**src/rtl/battle_pkg.sv**
```systemverilog
// Shared types and defaults for the battleship shot resolver and its board store.
package battle_pkg;

  localparam int unsigned BOARD_DIM_DEF = 5;
  localparam int unsigned MAX_SHIPS_DEF = 3;

  typedef enum logic [2:0] {
    PLACE = 3'd0,
    ARMED = 3'd1,
    CHECK = 3'd2,
    RESP  = 3'd3,
    DONE  = 3'd4
  } resolver_state_e;

  typedef struct packed {
    logic hit;
    logic sunk;
    logic repeated;
    logic invalid;
    logic all_sunk;
  } resp_flags_t;

  // True when both coordinates fall inside a dim x dim board.
  function automatic logic coord_ok(input int unsigned row, input int unsigned col,
                                    input int unsigned dim);
    return (row < dim) && (col < dim);
  endfunction

endpackage

```
**src/rtl/battle_board.sv**
```systemverilog
// Board cell store: ship id plus shot bit per cell, registered read port, one write port
// and a combinational water probe for placement.
module battle_board
  import battle_pkg::*;
#(
  parameter int unsigned BOARD_DIM = BOARD_DIM_DEF,
  parameter int unsigned CW        = 3,
  parameter int unsigned IW        = 2
) (
  input  logic          clk,
  input  logic          rst,
  input  logic [CW-1:0] probe_row,
  input  logic [CW-1:0] probe_col,
  output logic          probe_water_c,
  input  logic          rd_en,
  input  logic [CW-1:0] rd_row,
  input  logic [CW-1:0] rd_col,
  output logic          rd_shot,
  output logic [IW-1:0] rd_id,
  input  logic          wr_en,
  input  logic [CW-1:0] wr_row,
  input  logic [CW-1:0] wr_col,
  input  logic          wr_shot,
  input  logic [IW-1:0] wr_id
);

  localparam int unsigned NC = BOARD_DIM * BOARD_DIM;
  localparam int unsigned NW = $clog2(NC);

  logic [IW:0]   cells [NC];
  logic          probe_ok, rd_ok, wr_ok;
  logic [NW-1:0] probe_idx, rd_idx, wr_idx;

  function automatic logic [NW-1:0] cell_idx(input logic [CW-1:0] r, input logic [CW-1:0] c);
    return NW'(r) * NW'(BOARD_DIM) + NW'(c);
  endfunction

  // Out-of-range coordinates are mapped to cell 0 and masked by the *_ok qualifiers.
  always_comb begin
    probe_ok      = coord_ok(32'(probe_row), 32'(probe_col), BOARD_DIM);
    rd_ok         = coord_ok(32'(rd_row), 32'(rd_col), BOARD_DIM);
    wr_ok         = coord_ok(32'(wr_row), 32'(wr_col), BOARD_DIM);
    probe_idx     = probe_ok ? cell_idx(probe_row, probe_col) : '0;
    rd_idx        = rd_ok ? cell_idx(rd_row, rd_col) : '0;
    wr_idx        = wr_ok ? cell_idx(wr_row, wr_col) : '0;
    probe_water_c = probe_ok && (cells[probe_idx][IW-1:0] == '0);
  end

  always_ff @(posedge clk or posedge rst) begin
    if (rst) begin
      for (int i = 0; i < NC; i++) cells[i] <= '0;
      rd_shot <= 1'b0;
      rd_id   <= '0;
    end else begin
      if (wr_en && wr_ok) cells[wr_idx] <= {wr_shot, wr_id};
      if (rd_en) begin
        if (rd_ok) {rd_shot, rd_id} <= cells[rd_idx];
        else       {rd_shot, rd_id} <= '0;
      end
    end
  end

endmodule

```
**src/rtl/battle_shot_resolver.sv**
```systemverilog
// Shot resolver: placement, arming and hit/miss/sunk resolution for one player's board.
// Optional shots_fired statistics output when BATTLE_SHOT_STATS_EN is defined.
module battle_shot_resolver
  import battle_pkg::*;
#(
  parameter int unsigned BOARD_DIM = BOARD_DIM_DEF,
  parameter int unsigned MAX_SHIPS = MAX_SHIPS_DEF,
  localparam int unsigned CW = $clog2(BOARD_DIM),
  localparam int unsigned IW = $clog2(MAX_SHIPS + 1)
) (
  input  logic          clk,
  input  logic          rst,
  input  logic          place_valid,
  input  logic [CW-1:0] place_row,
  input  logic [CW-1:0] place_col,
  input  logic [IW-1:0] place_id,
  output logic          place_ready,
  input  logic          lock,
  input  logic          shot_valid,
  input  logic [CW-1:0] shot_row,
  input  logic [CW-1:0] shot_col,
  output logic          shot_ready,
  output logic          resp_valid,
  output logic          resp_hit,
  output logic          resp_sunk,
  output logic          resp_repeat,
  output logic          resp_invalid,
  output logic          resp_all_sunk,
  output logic [IW-1:0] ships_left,
  output logic          game_over
`ifdef BATTLE_SHOT_STATS_EN
  ,
  output logic [7:0]    shots_fired
`endif
);

  localparam logic [IW-1:0] CNT_MAX = '1;

  resolver_state_e            state;
  resp_flags_t                resp, chk;
  logic [CW-1:0]              shot_r, shot_c;
  logic                       shot_ok;
  logic [MAX_SHIPS:0][IW-1:0] cnt, cnt_nxt;
  logic [IW-1:0]              left_nxt, live;
  logic                       place_ok, probe_water_c, rd_en, rd_shot;
  logic [IW-1:0]              rd_id, wr_id;
  logic                       wr_en, wr_shot;
  logic [CW-1:0]              wr_row, wr_col;

  battle_board #(.BOARD_DIM(BOARD_DIM), .CW(CW), .IW(IW)) u_board (
    .clk           (clk),
    .rst           (rst),
    .probe_row     (place_row),
    .probe_col     (place_col),
    .probe_water_c (probe_water_c),
    .rd_en         (rd_en),
    .rd_row        (shot_row),
    .rd_col        (shot_col),
    .rd_shot       (rd_shot),
    .rd_id         (rd_id),
    .wr_en         (wr_en),
    .wr_row        (wr_row),
    .wr_col        (wr_col),
    .wr_shot       (wr_shot),
    .wr_id         (wr_id)
  );

  // Placement writes and shot resolution share the board write port and counter update.
  always_comb begin
    place_ok = (state == PLACE) && place_valid && (place_id != '0) &&
               (32'(place_id) <= MAX_SHIPS) && probe_water_c;
    rd_en    = (state == ARMED) && shot_valid;
    cnt_nxt  = cnt;
    left_nxt = ships_left;
    chk      = '0;
    wr_en    = 1'b0;
    wr_row   = place_row;
    wr_col   = place_col;
    wr_shot  = 1'b0;
    wr_id    = place_id;
    if (place_ok) begin
      wr_en = 1'b1;
      if (cnt[place_id] != CNT_MAX) cnt_nxt[place_id] = cnt[place_id] + IW'(1);
    end
    if (state == CHECK) begin
      wr_row  = shot_r;
      wr_col  = shot_c;
      wr_shot = 1'b1;
      wr_id   = rd_id;
      if (!shot_ok)     chk.invalid  = 1'b1;
      else if (rd_shot) chk.repeated = 1'b1;
      else begin
        wr_en = 1'b1;
        if (rd_id != '0) begin
          chk.hit = 1'b1;
          if (cnt[rd_id] != '0) cnt_nxt[rd_id] = cnt[rd_id] - IW'(1);
          if (cnt[rd_id] == IW'(1)) begin
            chk.sunk = 1'b1;
            if (ships_left != '0)      left_nxt     = ships_left - IW'(1);
            if (ships_left == IW'(1))  chk.all_sunk = 1'b1;
          end
        end
      end
    end
    live = '0;
    for (int i = 1; i <= MAX_SHIPS; i++) begin
      if (cnt_nxt[i] != '0) live = live + IW'(1);
    end
  end

  always_ff @(posedge clk or posedge rst) begin
    if (rst) begin
      state       <= PLACE;
      place_ready <= 1'b1;
      shot_ready  <= 1'b0;
      resp_valid  <= 1'b0;
      resp        <= '0;
      ships_left  <= '0;
      game_over   <= 1'b0;
      cnt         <= '0;
      shot_r      <= '0;
      shot_c      <= '0;
      shot_ok     <= 1'b0;
    end else begin
      resp_valid <= 1'b0;
      resp       <= '0;
      case (state)
        PLACE: begin
          cnt <= cnt_nxt;
          if (lock) begin
            ships_left  <= live;
            place_ready <= 1'b0;
            if (live == '0) begin
              state     <= DONE;
              game_over <= 1'b1;
            end else begin
              state      <= ARMED;
              shot_ready <= 1'b1;
            end
          end
        end
        ARMED: begin
          if (shot_valid) begin
            shot_r     <= shot_row;
            shot_c     <= shot_col;
            shot_ok    <= coord_ok(32'(shot_row), 32'(shot_col), BOARD_DIM);
            shot_ready <= 1'b0;
            state      <= CHECK;
          end
        end
        CHECK: begin
          cnt        <= cnt_nxt;
          ships_left <= left_nxt;
          resp       <= chk;
          resp_valid <= 1'b1;
          state      <= RESP;
        end
        RESP: begin
          if (resp.all_sunk) begin
            state     <= DONE;
            game_over <= 1'b1;
          end else begin
            state      <= ARMED;
            shot_ready <= 1'b1;
          end
        end
        default: state <= DONE;
      endcase
    end
  end

  assign resp_hit      = resp.hit;
  assign resp_sunk     = resp.sunk;
  assign resp_repeat   = resp.repeated;
  assign resp_invalid  = resp.invalid;
  assign resp_all_sunk = resp.all_sunk;

`ifdef BATTLE_SHOT_STATS_EN
  // Counts misses and hits only; invalid and repeat shots do not consume a turn.
  always_ff @(posedge clk or posedge rst) begin
    if (rst) begin
      shots_fired <= '0;
    end else if ((state == CHECK) && shot_ok && !rd_shot && (shots_fired != 8'hFF)) begin
      shots_fired <= shots_fired + 8'd1;
    end
  end
`endif

endmodule
```
**config.mk**
```make
export PLATFORM = sky130hd
export DESIGN_NAME = battle_shot_resolver
export DESIGN_NICKNAME = d
export VERILOG_FILES = /design/src/rtl/battle_pkg.sv /design/src/rtl/battle_board.sv /design/src/rtl/battle_shot_resolver.sv
export SDC_FILE = /design/constraint.sdc
export NUM_CORES = 1
export LEC_CHECK = 0
export CORE_UTILIZATION = 33
export CTS_BUF_LIST = sky130_fd_sc_hd__clkbuf_16
export DETAILED_ROUTE_END_ITERATION = 12
export GPL_TIMING_DRIVEN = 0
export PLACE_DENSITY = 0.5
export SETUP_SLACK_MARGIN = 0.02
export SYNTH_ARGS = -nofsm -noshare
export SYNTH_HDL_FRONTEND = slang
export SYNTH_SLANG_ARGS = --single-unit
export TNS_END_PERCENT = 20
```
**constraint.sdc**
```tcl
create_clock -name clk -period 4.6 [get_ports clk]
set_clock_uncertainty 0.05 [all_clocks]
set_input_delay 1.38 -clock clk [delete_from_list [all_inputs] [get_ports clk]]
set_output_delay 1.38 -clock clk [all_outputs]
set_load 0.02 [all_outputs]
```
== Word level (Yosys, flattened, before mapping) ==
Index checks and enable logic that the tools add are counted.

* Output and inout bits: 11
* Input bits: 19
* Register bits after elaboration: 107

* Multiplexer cells: 75
* Reduce and logical (&&, ||, !) cells: 32
* $add $sub $neg: 8
* Eq/ne operators: 17
* $lt $le $gt $ge: 14
* Bitwise gates (word level): 3
* $mul: 3

{| class="wikitable"
|+ Operators by type and width
! cell !! count
|-
| 75-bit bitwise mux || 1
|-
| 8-bit two-way mux || 7
|-
| 2-bit two-way mux || 18
|-
| 3-bit binary-select mux with 5-bit select || 2
|-
| 3-bit two-way mux || 10
|-
| 1-bit two-way mux || 22
|-
| 5-bit two-way mux || 4
|-
| 6-bit >= comparator, second input constant || 3
|-
| 3-bit < comparator, second input constant || 6
|-
| 5-bit NOT with 6-bit output || 3
|-
| 2-bit nonzero test || 9
|-
| 8-bit bitwise mux || 2
|-
| 2-bit inequality test, second input constant || 8
|-
| 5-bit by 3-bit adder with 5-bit output || 3
|-
| 3-bit demux with 5-bit select || 1
|-
| 3-bit by 3-bit multiplier with 5-bit output, second input constant || 3
|-
| 1-bit logical AND || 12
|-
| 3-bit case mux with 4 select lines || 1
|-
| 2-bit binary-select mux with 2-bit select || 2
|-
| 2-bit demux with 2-bit select || 2
|-
| 2-bit by 1-bit inequality test with 1-bit output, second input constant || 4
|-
| 7-bit AND reduction || 1
|-
| 2-bit by 1-bit adder with 2-bit output, second input constant || 3
|-
| 3-bit by 2-bit == test with 1-bit output, second input constant || 2
|-
| 16 further kinds || 23
|}

== Depth between registers and ports, before layout ==
Gate-level depths: netlist of run 1.

* Word-level depth: 27
* Mapped depth: 17

== Modules after synthesis ==
Synthesis of run 1 repeated with hierarchy kept, for this count alone.

* Cells, all modules: 597
* Area total of the unflattened synthesis: 6705.2 µm²

{| class="wikitable"
|+ By module, submodules not included
! module !! times used !! cells an instance !! area each (µm²)
|-
| battle_board || 1 || 406 || 4848.4
|-
| battle_shot_resolver || 1 || 191 || 1856.8
|}

== Least setup slack after synthesis of run 1 ==
No wires, ideal clock.

* Path kind: input to register
* Start point: input place_row[0]
* End point: register state[0]
* Stages on the path: 16
* Data required time: 4.426 ns
* Arrival: 4.877 ns
* Buffers on the path: 0
* Path slack: -0.451 ns
* Cells stage by stage: ha_1 -> ha_1 -> fa_1 -> xnor2_2 -> o21ai_0 -> a211oi_2 -> nor3_1 -> a211oi_4 -> and4bb_2 -> mux2i_1 -> mux2i_1 -> or2_1 -> ha_1 -> nor2_1 -> nor4_1 -> a211o_1

* Word-level cells in the longest chain between the ends: 27
* Elaborated cells on any way between the ends: 31

{| class="wikitable"
|+ RTL lines
! item !! RTL line !! RTL
|-
| from (decl) || battle_shot_resolver.sv:14 || <nowiki>input logic [CW-1:0] place_row,</nowiki>
|-
| 3-bit by 3-bit multiplier with 5-bit output or 3-bit < comparator (tied branches) || battle_board.sv:35, battle_pkg.sv:26 ||
|-
| 5-bit by 3-bit adder with 5-bit output or 1-bit logical AND (tied branches) || battle_board.sv:35, battle_pkg.sv:26 ||
|-
| 5-bit two-way mux || battle_board.sv:43 || <nowiki>probe_idx = probe_ok ? cell_idx(probe_row, probe_col) : '0;</nowiki>
|-
| 5-bit NOT with 6-bit output (implied by the code) || battle_board.sv:46 || <nowiki>probe_water_c = probe_ok && (cells[probe_idx][IW-1:0] == '0);</nowiki>
|-
| 3-bit binary-select mux with 5-bit select || battle_board.sv:46 ||
|-
| 2-bit two-way mux (implied by the code) (2 in series) || battle_board.sv:46 ||
|-
| 2-bit logical NOT || battle_board.sv:46 ||
|-
| 1-bit logical AND * || battle_board.sv:46 ||
|-
| [... 10 more ...] || n/a ||
|-
| 2-bit by 1-bit adder with 2-bit output || battle_shot_resolver.sv:107 || <nowiki>if (cnt_nxt[i] != '0) live = live + IW'(1);</nowiki>
|-
| 2-bit two-way mux || battle_shot_resolver.sv:107 ||
|-
| 2-bit by 1-bit adder with 2-bit output || battle_shot_resolver.sv:107 ||
|-
| 2-bit two-way mux * || battle_shot_resolver.sv:107 ||
|-
| 2-bit logical NOT * || battle_shot_resolver.sv:133 || <nowiki>if (live == '0) begin</nowiki>
|-
| 3-bit two-way mux * || battle_shot_resolver.sv:133 ||
|-
| 3-bit two-way mux * || battle_shot_resolver.sv:130 || <nowiki>if (lock) begin</nowiki>
|-
| 3-bit case mux with 4 select lines * || battle_shot_resolver.sv:127 || <nowiki>case (state)</nowiki>
|-
| to (signal assigned) || battle_shot_resolver.sv:134 || <nowiki>state <= DONE;</nowiki>
|-
| to (signal assigned) || battle_shot_resolver.sv:137 || <nowiki>state <= ARMED;</nowiki>
|-
| to (signal assigned) || battle_shot_resolver.sv:148 || <nowiki>state <= CHECK;</nowiki>
|-
| to (decl) || battle_shot_resolver.sv:39 || <nowiki>resolver_state_e state;</nowiki>
|}

Mark *: on every way between the ends. The rest lies on a longest branch, timed or not. The select of a mux whose other input is x is not followed.
A chain may end at the register's enable or synchronous reset.

== Worst setup path in the final report of run 1 ==
* Start point: input place_row[2]
* End point: register state[0]

The elaborated chain is that of the path after synthesis.

==> reports/results.tsv, run 1 <==
metric	value	unit
1st-iter DRT viols	295	
clk root buf	clkbuf_16	
top cell type's share of synthesized area	40.4	%
GRT Util Overall	19.8	%
flop2flop setup slack	0.31	ns
largest net degree at the start of global routing	69	
Ports	30	
Post-route DRC	0	
failing checks	setup timing	
Cell Rows	51	
CP required	4.81	ns
Fin. Hold Viols	0	
Clock Latency Late Sink	0.37	ns
setup slack after layout	-0.169	ns
critical path arrival	4.98	ns
Tmin final	4.77	ns
Slew Viols, Final	0	
worst r2r src	state[0]	
Max Clk Rate	210	MHz
min-delay src	shot_c[0]	
hold_ws	0.432	ns
commonest cells after routing, fill and taps aside	dfrtp_1, nand2_1, mux2_2	
maximum fanout along the worst path	5	
Port Buffers	28	
Leak	3.49	nW
Die X	143	µm
most area-consuming cells after synthesis	dfrtp_1, mux2_2, ha_1	
syn_nets	656	
Inserted Diodes	0	
ys async rst share	100	%
htree depth	3	
commonest non-fill, non-tap cell in the layout	dfrtp_1	
vias	5036	
status	complete, but fails checks	
cells on worst reg2reg path	16	
Die Height	143	µm
final period utilization	104	%
Setup TNS	-0.658	ns
core area	19500	µm²
Setup CP Type	primary input to register	
RSZ-0062 raised after global routing	yes	
ratio of cells with drive above 1 in the final layout	28.7	%
register area share after synthesis	40.8	%
GR Overflow Total	0	
Die Area	20500	µm²
Starting Density	33.7	%
reg2reg end	u_board.cells[8]	
power per cell area	290	nW/µm²
YS warnings	0	
max_cap viols	0	
Final Power	2.27	mW
Via density	5.43	
Mapped Cells	603	
worst slack, placed	-1.37	ns
hold_buf cts	0	
Yosys reg bits	107	
routability cong.	0.906	
clk sinks	107	
Max IR drop VDD	0.000156	V
Hold WC Path Type	register to register	
first-pass GRT wire length	29900	µm
non-filler cells, final	927	
EDFF count, synth	0	
WHS Path Cells	2	
syn avg cell area	10.9	µm²
Final ANT Viol Nets	0	
Final #Nets	710	
hold worst-path end	shot_c[0]	
dpl cells	897	
pin slew with the least headroom to its limit	0.895	ns
dpl cell area	7260	µm²
final setup vio count	5	
area grow syn2layout	19.0	%
Main synth FF type	dfrtp_1	
largest area contributor in the netlist	dfrtp_1	
Routed WL	18800	µm
Util after Layout	40.1	%
CTS tree	built	
CTS buffer count	9	
clk slew on worst S/H paths	0.08	ns
fin area	7810	µm²
initial antenna violation count	0	
routed len/inst	20.3	µm
Startpoint Class	primary input	
Synth Cell Area	6560	µm²
vias in the first global route	5156	
clock buffer depth	2	
number of iterations in the first detailed-routing pass	5	
post-DP HPWL	14500	µm
CP Capture Type	register	
max_slew headroom	40.3	%
library cells used by synthesis	77	
cells by family after synthesis:
kind of cell    after synthesis  synth area share, %
simple gates                199                 15.1
compound gates              102                 11.9
buf+inv                      35                 2.50
xor+xnor                     10                 1.45
fa+ha+maj                    34                 6.83
flops                       107                 40.8
mux                         116                 21.4
timing repair:
| action | CTS | global route |
|---|---|---|
| pin swaps | 13 | 10 |
| setup endpoints to repair | 88 | 57 |
| setup buffers | 10 | 4 |
| resized for setup | 45 | 16 |
worst max-delay path: stages:
cell	delay, ns
buf_12	0.10
ha_4	0.23
ha_4	0.26
fa_2	0.51
a221o_1	0.32
a211oi_2	0.32
nor3_2	0.10
a211oi_4	0.22
and4bb_2	0.31
mux2i_1	0.19
o21ai_1	0.13
or2_1	0.25
ha_2	0.20
nor2_2	0.14
nor4_2	0.06
a211o_1	0.23
synthesized netlist by cell type, types with 3 or more instances:
cell / n
dfrtp_1: 106
nand2_1: 78
mux2_2: 75
nor2_1: 45
ha_1: 31
a21oi_1: 19
mux2i_1: 19
clkbuf_1: 17
nor3_1: 11
o21ai_0: 11
inv_1: 9
mux4_2: 9
nand3_1: 9
mux2_1: 8
a211oi_1: 7
a221oi_1: 7
and2_1: 7
nor2b_1: 7
nor4_1: 7
a211o_1: 5
xor2_1: 5
a221o_1: 4
a31oi_1: 4
and3_1: 4
mux2_4: 4
o211ai_1: 4
o22ai_1: 4
o31ai_1: 4
xnor2_1: 4
a22oi_1: 3
a311oi_1: 3
a32oi_1: 3
buf_6: 3
fa_1: 3
nor3_2: 3
nor3b_1: 3
or2_1: 3
or2_2: 3
worst max path at each step:
stage	cells after the start	slack (ns)	endpoint	startpoint
after CTS	16	-0.20	state[0]	place_row[2]
after floorplan	15	-0.16	state[0]	place_row[2]
after detailed placement	17	-1.37	state[0]	place_row[1]
after global placement	2	-1.32	u_board.cells[51]	rst
after global routing	16	-0.28	state[0]	place_row[2]
final	16	-0.17	state[0]	place_row[2]
cell type report:
class	instances	area [µm²]
Tap cell	265	332
Sequential cell	107	2680
Multi-Input combinational cell	461	3900
Inverter	10	40.0
Fill cell	1917	11700
Clock buffer	9	225
Buffer	25	130
Clock inverter	7	98.8
Timing Repair Buffer	43	403
per-layer routing:
layer	global-route usage, %	vias to the layer above	routed length (µm)
li1	-	2323	-
met1	26.3	2585	8730
met2	32.4	112	9060
met3	3.22	16	755
met4	7.07	0	278
met5	0	-	0
state kept, by name, summed over array words and instances, names as in the netlist, 2 cells and up:
register	count
cnt	8
ships_left	2
shot_c	3
shot_r	3
state	3
u_board.cells	75
u_board.rd_id	2
report_power, final:
group / internal, mW / switching, mW
Clock: 0.482 / 0.386
Sequential: 0.940 / 0
Combinational: 0.179 / 0.282
Total: 1.60 / 0.668
No activity file was read; power rests on OpenSTA's default activity.
==> run 2, diff against run 1 <==
- MAX_ROUTING_LAYER: not set -> met4
- PLACE_DENSITY: 0.5 -> 0.54
==> reports/results.tsv, run 2 (synthesized netlist as in run 1, its figures left out) <==
metric	value	unit	change
status	complete, but fails checks		unchanged
failing checks	setup timing		unchanged
reg2reg end	u_board.cells[9]		was u_board.cells[8]
cells on worst reg2reg path	16		unchanged
CP required	4.80	ns	was 4.81 ns
number of iterations in the first detailed-routing pass	5		unchanged
Net Sw Frac	30.6	%	was 29.4%
Starting Density	33.7	%	unchanged
dpl cells	897		unchanged
CTS tree	built		unchanged
internal power	1.56	mW	was 1.60 mW
Hold WC Path Type	register to register		unchanged
RSZ-0062 raised after global routing	yes		unchanged
Routed WL	19200	µm	was 18800 µm
initial antenna violation count	0		unchanged
clock share of power	36.9	%	was 38.3%
WHS Path Cells	2		unchanged
1st-iter DRT viols	213		was 295
GRT Util Overall	20.7	%	was 19.8%
core area	19500	µm²	unchanged
power per cell area	281	nW/µm²	was 290 nW/µm²
routed len/inst	20.6	µm	was 20.3 µm
clk root buf	clkbuf_16		unchanged
max_slew headroom	49.6	%	was 40.3%
flip-flop count of the largest register after layout	75		unchanged
Leak	3.53	nW	was 3.49 nW
flop2flop setup slack	0.30	ns	was 0.31 ns
commonest cells after routing, fill and taps aside	dfrtp_1, nand2_1, mux2_2		unchanged
combinational share of power	21.4	%	was 20.3%
GR Overflow Total	0		unchanged
post-DP HPWL	14500	µm	about the same
biggest regs	u_board.cells: 75 flops, cnt: 8 flops		unchanged
hold worst-path end	shot_r[0]		was shot_c[0]
htree depth	3		unchanged
Via density	5.44		was 5.43
Final #Nets	716		was 710
hold_ws	0.437	ns	was 0.432 ns
Max Clk Rate	208	MHz	was 210 MHz
Setup TNS	-0.803	ns	was -0.658 ns
Die Area	20500	µm²	unchanged
ratio of cells with drive above 1 in the final layout	31.9	%	was 28.7%
Max IR drop VDD	0.000142	V	was 0.000156 V
Clock Latency Late Sink	0.37	ns	about the same
Layout fillers	1846		was 1917
Cell Rows	51		unchanged
max_cap viols	0		unchanged
Final ANT Viol Nets	0		unchanged
clk sinks	107		unchanged
CP Capture Type	register		unchanged
routability cong.	0.933		was 0.906
area grow syn2layout	22.1	%	was 19.0%
final period utilization	105	%	was 104%
first-pass GRT wire length	30100	µm	was 29900 µm
final setup vio count	6		was 5
Ports	30		unchanged
Final Power	2.25	mW	was 2.27 mW
vias in the first global route	5324		was 5156
setup slack after layout	-0.219	ns	was -0.169 ns
Startpoint Class	primary input		unchanged
Slew Viols, Final	0		unchanged
Die X	143	µm	unchanged
vias	5078		was 5036
Reg with most FFs	u_board.cells		unchanged
Fin. Hold Viols	0		unchanged
pin slew with the least headroom to its limit	0.756	ns	was 0.895 ns
clk slew on worst S/H paths	0.07	ns	was 0.08 ns
CTS buffer count	9		unchanged
worst r2r src	state[0]		unchanged
Die Height	143	µm	unchanged
critical path arrival	5.02	ns	was 4.98 ns
Seq pwr share	41.7	%	was 41.4%
min-delay src	shot_r[0]		was shot_c[0]
largest net degree at the start of global routing	69		unchanged
Port Buffers	28		unchanged
maximum fanout along the worst path	5		unchanged
clock buffer depth	2		unchanged
non-filler cells, final	933		was 927
Post-route DRC	0		unchanged
sw power	0.690	mW	was 0.668 mW
Inserted Diodes	0		unchanged
Setup CP Type	primary input to register		unchanged
commonest non-fill, non-tap cell in the layout	dfrtp_1		unchanged
Tmin final	4.82	ns	was 4.77 ns
==> run 2: changes by cell type in the layout (fill, tap and decap cells not counted), sizes merged <==
cell      previous run  this run
bufinv               2         1
inv                 11        12
clkbuf              27        26
buf                 28        35
clkinvlp             2         1
clkinv               2         3
==> run 2: power by group through the flow <==
stage | Sequential, mW | Clock [mW] | Combinational (mW)
2_1_floorplan | 0.959 | 0 | 0.280
3_3_place_gp | 0.959 | 0 | 0.411
3_5_place_dp | 0.958 | 0 | 0.416
4_1_cts | 0.940 | 0.850 | 0.456
5_1_grt | 0.940 | 0.890 | 0.518
6_report | 0.940 | 0.831 | 0.482
==> run 2: cell type report <==
class | count | area [µm²] | area share (%)
Buffer | 25 | 128 | 1.59
Clock buffer | 9 | 225 | 2.81
Clock inverter | 7 | 91.3 | 1.14
Inverter | 10 | 40.0 | 0.500
Multi-Input combinational cell | 461 | 4030 | 50.3
Sequential cell | 107 | 2680 | 33.4
Tap cell | 265 | 332 | 4.14
Timing Repair Buffer | 49 | 484 | 6.04
==> run 2: worst max path at each step <==
| stage | start | end | depth (start not counted) |
|---|---|---|---|
| floorplan | place_row[2] | state[0] | 15 |
| global placement | place_row[2] | state[0] | 17 |
| detailed placement | place_row[2] | state[0] | 17 |
| CTS | place_row[2] | state[0] | 16 |
| global route | place_row[2] | state[0] | 16 |
| finish | place_row[2] | state[0] | 16 |
==> run 2: metrics by stage <==
stage | worst slack (ns) | utilization, % | cell area, µm²
floorplan | -0.162 | - | 6630
global placement | -1.42 | 37.2 | 7240
detailed placement | -1.48 | 37.3 | 7270
CTS | -0.175 | 40.3 | 7840
global route | -0.344 | 41.2 | 8010
finish | -0.219 | 41.2 | 8010
==> run 2: routing by layer <==
layer | part of all wire [%] | vias up | GRT usage (%) | wire length, µm
met2 | 48 | 136 | 33.5 | 9290
met4 | 4.6 | 0 | 11.0 | 877
li1 | - | 2328 | - | -
met3 | 4.4 | 49 | 3.66 | 847
met1 | 43 | 2565 | 24.4 | 8200
met5 | 0 | - | - | 0
==> run 2: worst max-delay path, stage by stage <==
cell and delay [ns]:
buf_12 0.11, ha_4 0.26, ha_4 0.20, fa_2 0.57
a221o_1 0.32, a211oi_2 0.29, nor3_2 0.09, a211oi_4 0.24
and4bb_2 0.33, mux2i_1 0.20, mux2i_1 0.12, nor2_2 0.19
ha_4 0.25, nor2_4 0.15, nor4_4 0.05, a211o_1 0.26
==> run 2: what timing repair did <==
item / CTS / global route
hold buffers: 0 / 0
pin swaps: 14 / 11
setup endpoints to repair: 90 / 57
gates resized for setup: 60 / 30
buffers inserted: 12 / 8
endpoints found under the hold margin: 0 / 0
==> run 3, diff against run 2 <==
- DONT_BUFFER_PORTS: not set -> 1
- PLACE_DENSITY: 0.54 -> 0.52
==> reports/results.tsv, run 3 (synthesized netlist as in run 1, its figures left out) <==
metric	value	unit	change
status	complete, but fails checks		unchanged
failing checks	setup timing		unchanged
Die Height	143	µm	unchanged
clk slew on worst S/H paths	0.07	ns	about the same
Post-route DRC	0		unchanged
critical path arrival	4.81	ns	was 5.02 ns
clock buffer depth	2		unchanged
largest net degree at the start of global routing	63		was 69
area grow syn2layout	13.5	%	was 22.1%
Setup crit start	place_row[2]		unchanged
Hold WC Path Type	register to register		unchanged
first-pass GRT wire length	29600	µm	was 30100 µm
clk root buf	clkbuf_16		unchanged
CP required	4.80	ns	about the same
Inserted Diodes	0		unchanged
min-delay src	shot_c[1]		was shot_r[0]
Top cell by count, worst path	ha_4		unchanged
number of iterations in the first detailed-routing pass	5		unchanged
Setup CP Type	primary input to register		unchanged
dpl cell area	6990	µm²	was 7270 µm²
vias in the first global route	5057		was 5324
GR Overflow Total	0		unchanged
non-filler cells, final	891		was 933
final period utilization	100	%	was 105%
CTS tree	built		unchanged
Slew Viols, Final	0		unchanged
worst r2r src	state[0]		unchanged
Fin. Hold Viols	0		unchanged
Ports	30		unchanged
routability cong.	0.917		was 0.933
fin area	7440	µm²	was 8010 µm²
hold_ws	0.425	ns	was 0.437 ns
Starting Density	33.7	%	unchanged
RSZ-0062 raised after global routing	yes		unchanged
maximum fanout along the worst path	5		unchanged
Final ANT Viol Nets	0		unchanged
Reg with most FFs	u_board.cells		unchanged
Util after Layout	38.3	%	was 41.2%
Worst path max stage delay	0.45	ns	was 0.57 ns
final setup vio count	1		was 6
commonest cells after routing, fill and taps aside	dfrtp_1, nand2_1, mux2_2		unchanged
clk sinks	107		unchanged
Leak	3.32	nW	was 3.53 nW
Cell Rows	51		unchanged
Max IR drop VDD	0.000128	V	was 0.000142 V
htree depth	3		unchanged
post-DP HPWL	14200	µm	was 14500 µm
routed len/inst	21.1	µm	was 20.6 µm
CP Capture Type	register		unchanged
setup slack after layout	-0.00511	ns	was -0.219 ns
Clock Latency Late Sink	0.36	ns	was 0.37 ns
GRT Util Overall	20.3	%	was 20.7%
Routed WL	18800	µm	was 19200 µm
initial antenna violation count	0		unchanged
Tmin final	4.61	ns	was 4.82 ns
Die X	143	µm	unchanged
Port Buffers	0		was 28
flip-flop count of the largest register after layout	75		unchanged
Crit-path slowest cell	fa_2		unchanged
ratio of cells with drive above 1 in the final layout	27.6	%	was 31.9%
max_cap viols	0		unchanged
CTS buffer count	9		unchanged
Final #Nets	674		was 716
1st-iter DRT viols	319		was 213
Startpoint Class	primary input		unchanged
power per cell area	289	nW/µm²	was 281 nW/µm²
Max Clk Rate	217	MHz	was 208 MHz
Via density	5.51		was 5.44
dpl cells	869		was 897
vias	4913		was 5078
crit-path cells	ha_4 -> ha_4 -> fa_2 -> xnor2_4 -> buf_6 -> a311oi_2 -> nor3_2 -> a211oi_4 -> and4bb_2 -> mux2i_1 -> o21ai_1 -> or2_1 -> ha_4 -> nor2_4 -> nor4_2 -> a211o_1		was buf_12 -> ha_4 -> ha_4 -> fa_2 -> a221o_1 -> a211oi_2 -> nor3_2 -> a211oi_4 -> and4bb_2 -> mux2i_1 -> mux2i_1 -> nor2_2 -> ha_4 -> nor2_4 -> nor4_4 -> a211o_1
pin slew with the least headroom to its limit	0.715	ns	was 0.756 ns
commonest non-fill, non-tap cell in the layout	dfrtp_1		unchanged
biggest regs	u_board.cells: 75 flops, cnt: 8 flops		unchanged
Layout fillers	1884		was 1846
Die Area	20500	µm²	unchanged
core area	19500	µm²	unchanged
max_slew headroom	52.4	%	was 49.6%
==> run 3: through the flow <==
stage	worst slack (ns)	TNS [ns]	power (mW)
after floorplan	-0.162	-0.271	1.24
after global placement	-0.782	-89.91	1.34
after detailed placement	-0.776	-9.73	1.35
after CTS	-0.0982	-0.252	2.17
after global routing	-0.175	-0.964	2.25
final	-0.00511	-0.00511	2.15
==> run 3: layout make-up <==
| type | instances | area, µm² | share of cell area, % |
|---|---|---|---|
| buffer | 25 | 126 | 1.70 |
| clock buffer | 9 | 225 | 3.03 |
| clock inverter | 7 | 68.8 | 0.924 |
| inverter | 10 | 40.0 | 0.538 |
| multi-input combinational | 461 | 3900 | 52.4 |
| sequential | 107 | 2680 | 36.0 |
| tap | 265 | 332 | 4.45 |
| timing repair buffer | 7 | 76.3 | 1.03 |
==> run 3: per-layer routing <==
layer	vias up	track usage, %	wire length [µm]
met4	0	7.70	580
met3	39	4.83	1060
li1	2260	-	-
met1	2458	24.7	8110
met2	156	32.5	9000
met5	-	-	0
==> run 3: what timing repair did <==
item	4_1_cts	5_1_grt
buffers inserted	4	2
hold buffers	0	0
endpoints found under the hold margin	0	0
pin swaps	15	2
resized for setup	11	11
setup endpoints to repair	6	27
==> run 3: power breakdown <==
| group | total, mW | switching (mW) | internal, mW |
|---|---|---|---|
| clock network | 0.786 | 0.365 | 0.421 |
| registers | 0.940 | 0 | 0.940 |
| logic | 0.424 | 0.268 | 0.156 |
| total | 2.15 | 0.633 | 1.52 |
==> run 3: final timing paths <==
path / slack (ns) / cells after the start / to
max: -0.005 / 16 / state[0]
min: 0.43 / 2 / shot_c[1]
max reg2reg: 0.14 / 16 / u_board.cells[11]
min reg2reg: 0.43 / 2 / shot_c[1]
max in group asynchronous: 2.85 / 2 / u_board.cells[18]
min in group asynchronous: 0.91 / 1 / shot_c[0]
==> run 3: worst max-delay path, delay by kind of cell <==
kind	cells	cell delay, ns
muxes	1	0.20
adders and majority gates	4	1.08
and+or+nand+nor	5	0.86
AOI/OAI and AO/OA	4	0.94
buffers and inverters	1	0.14
xor gates and xnor gates	1	0.21
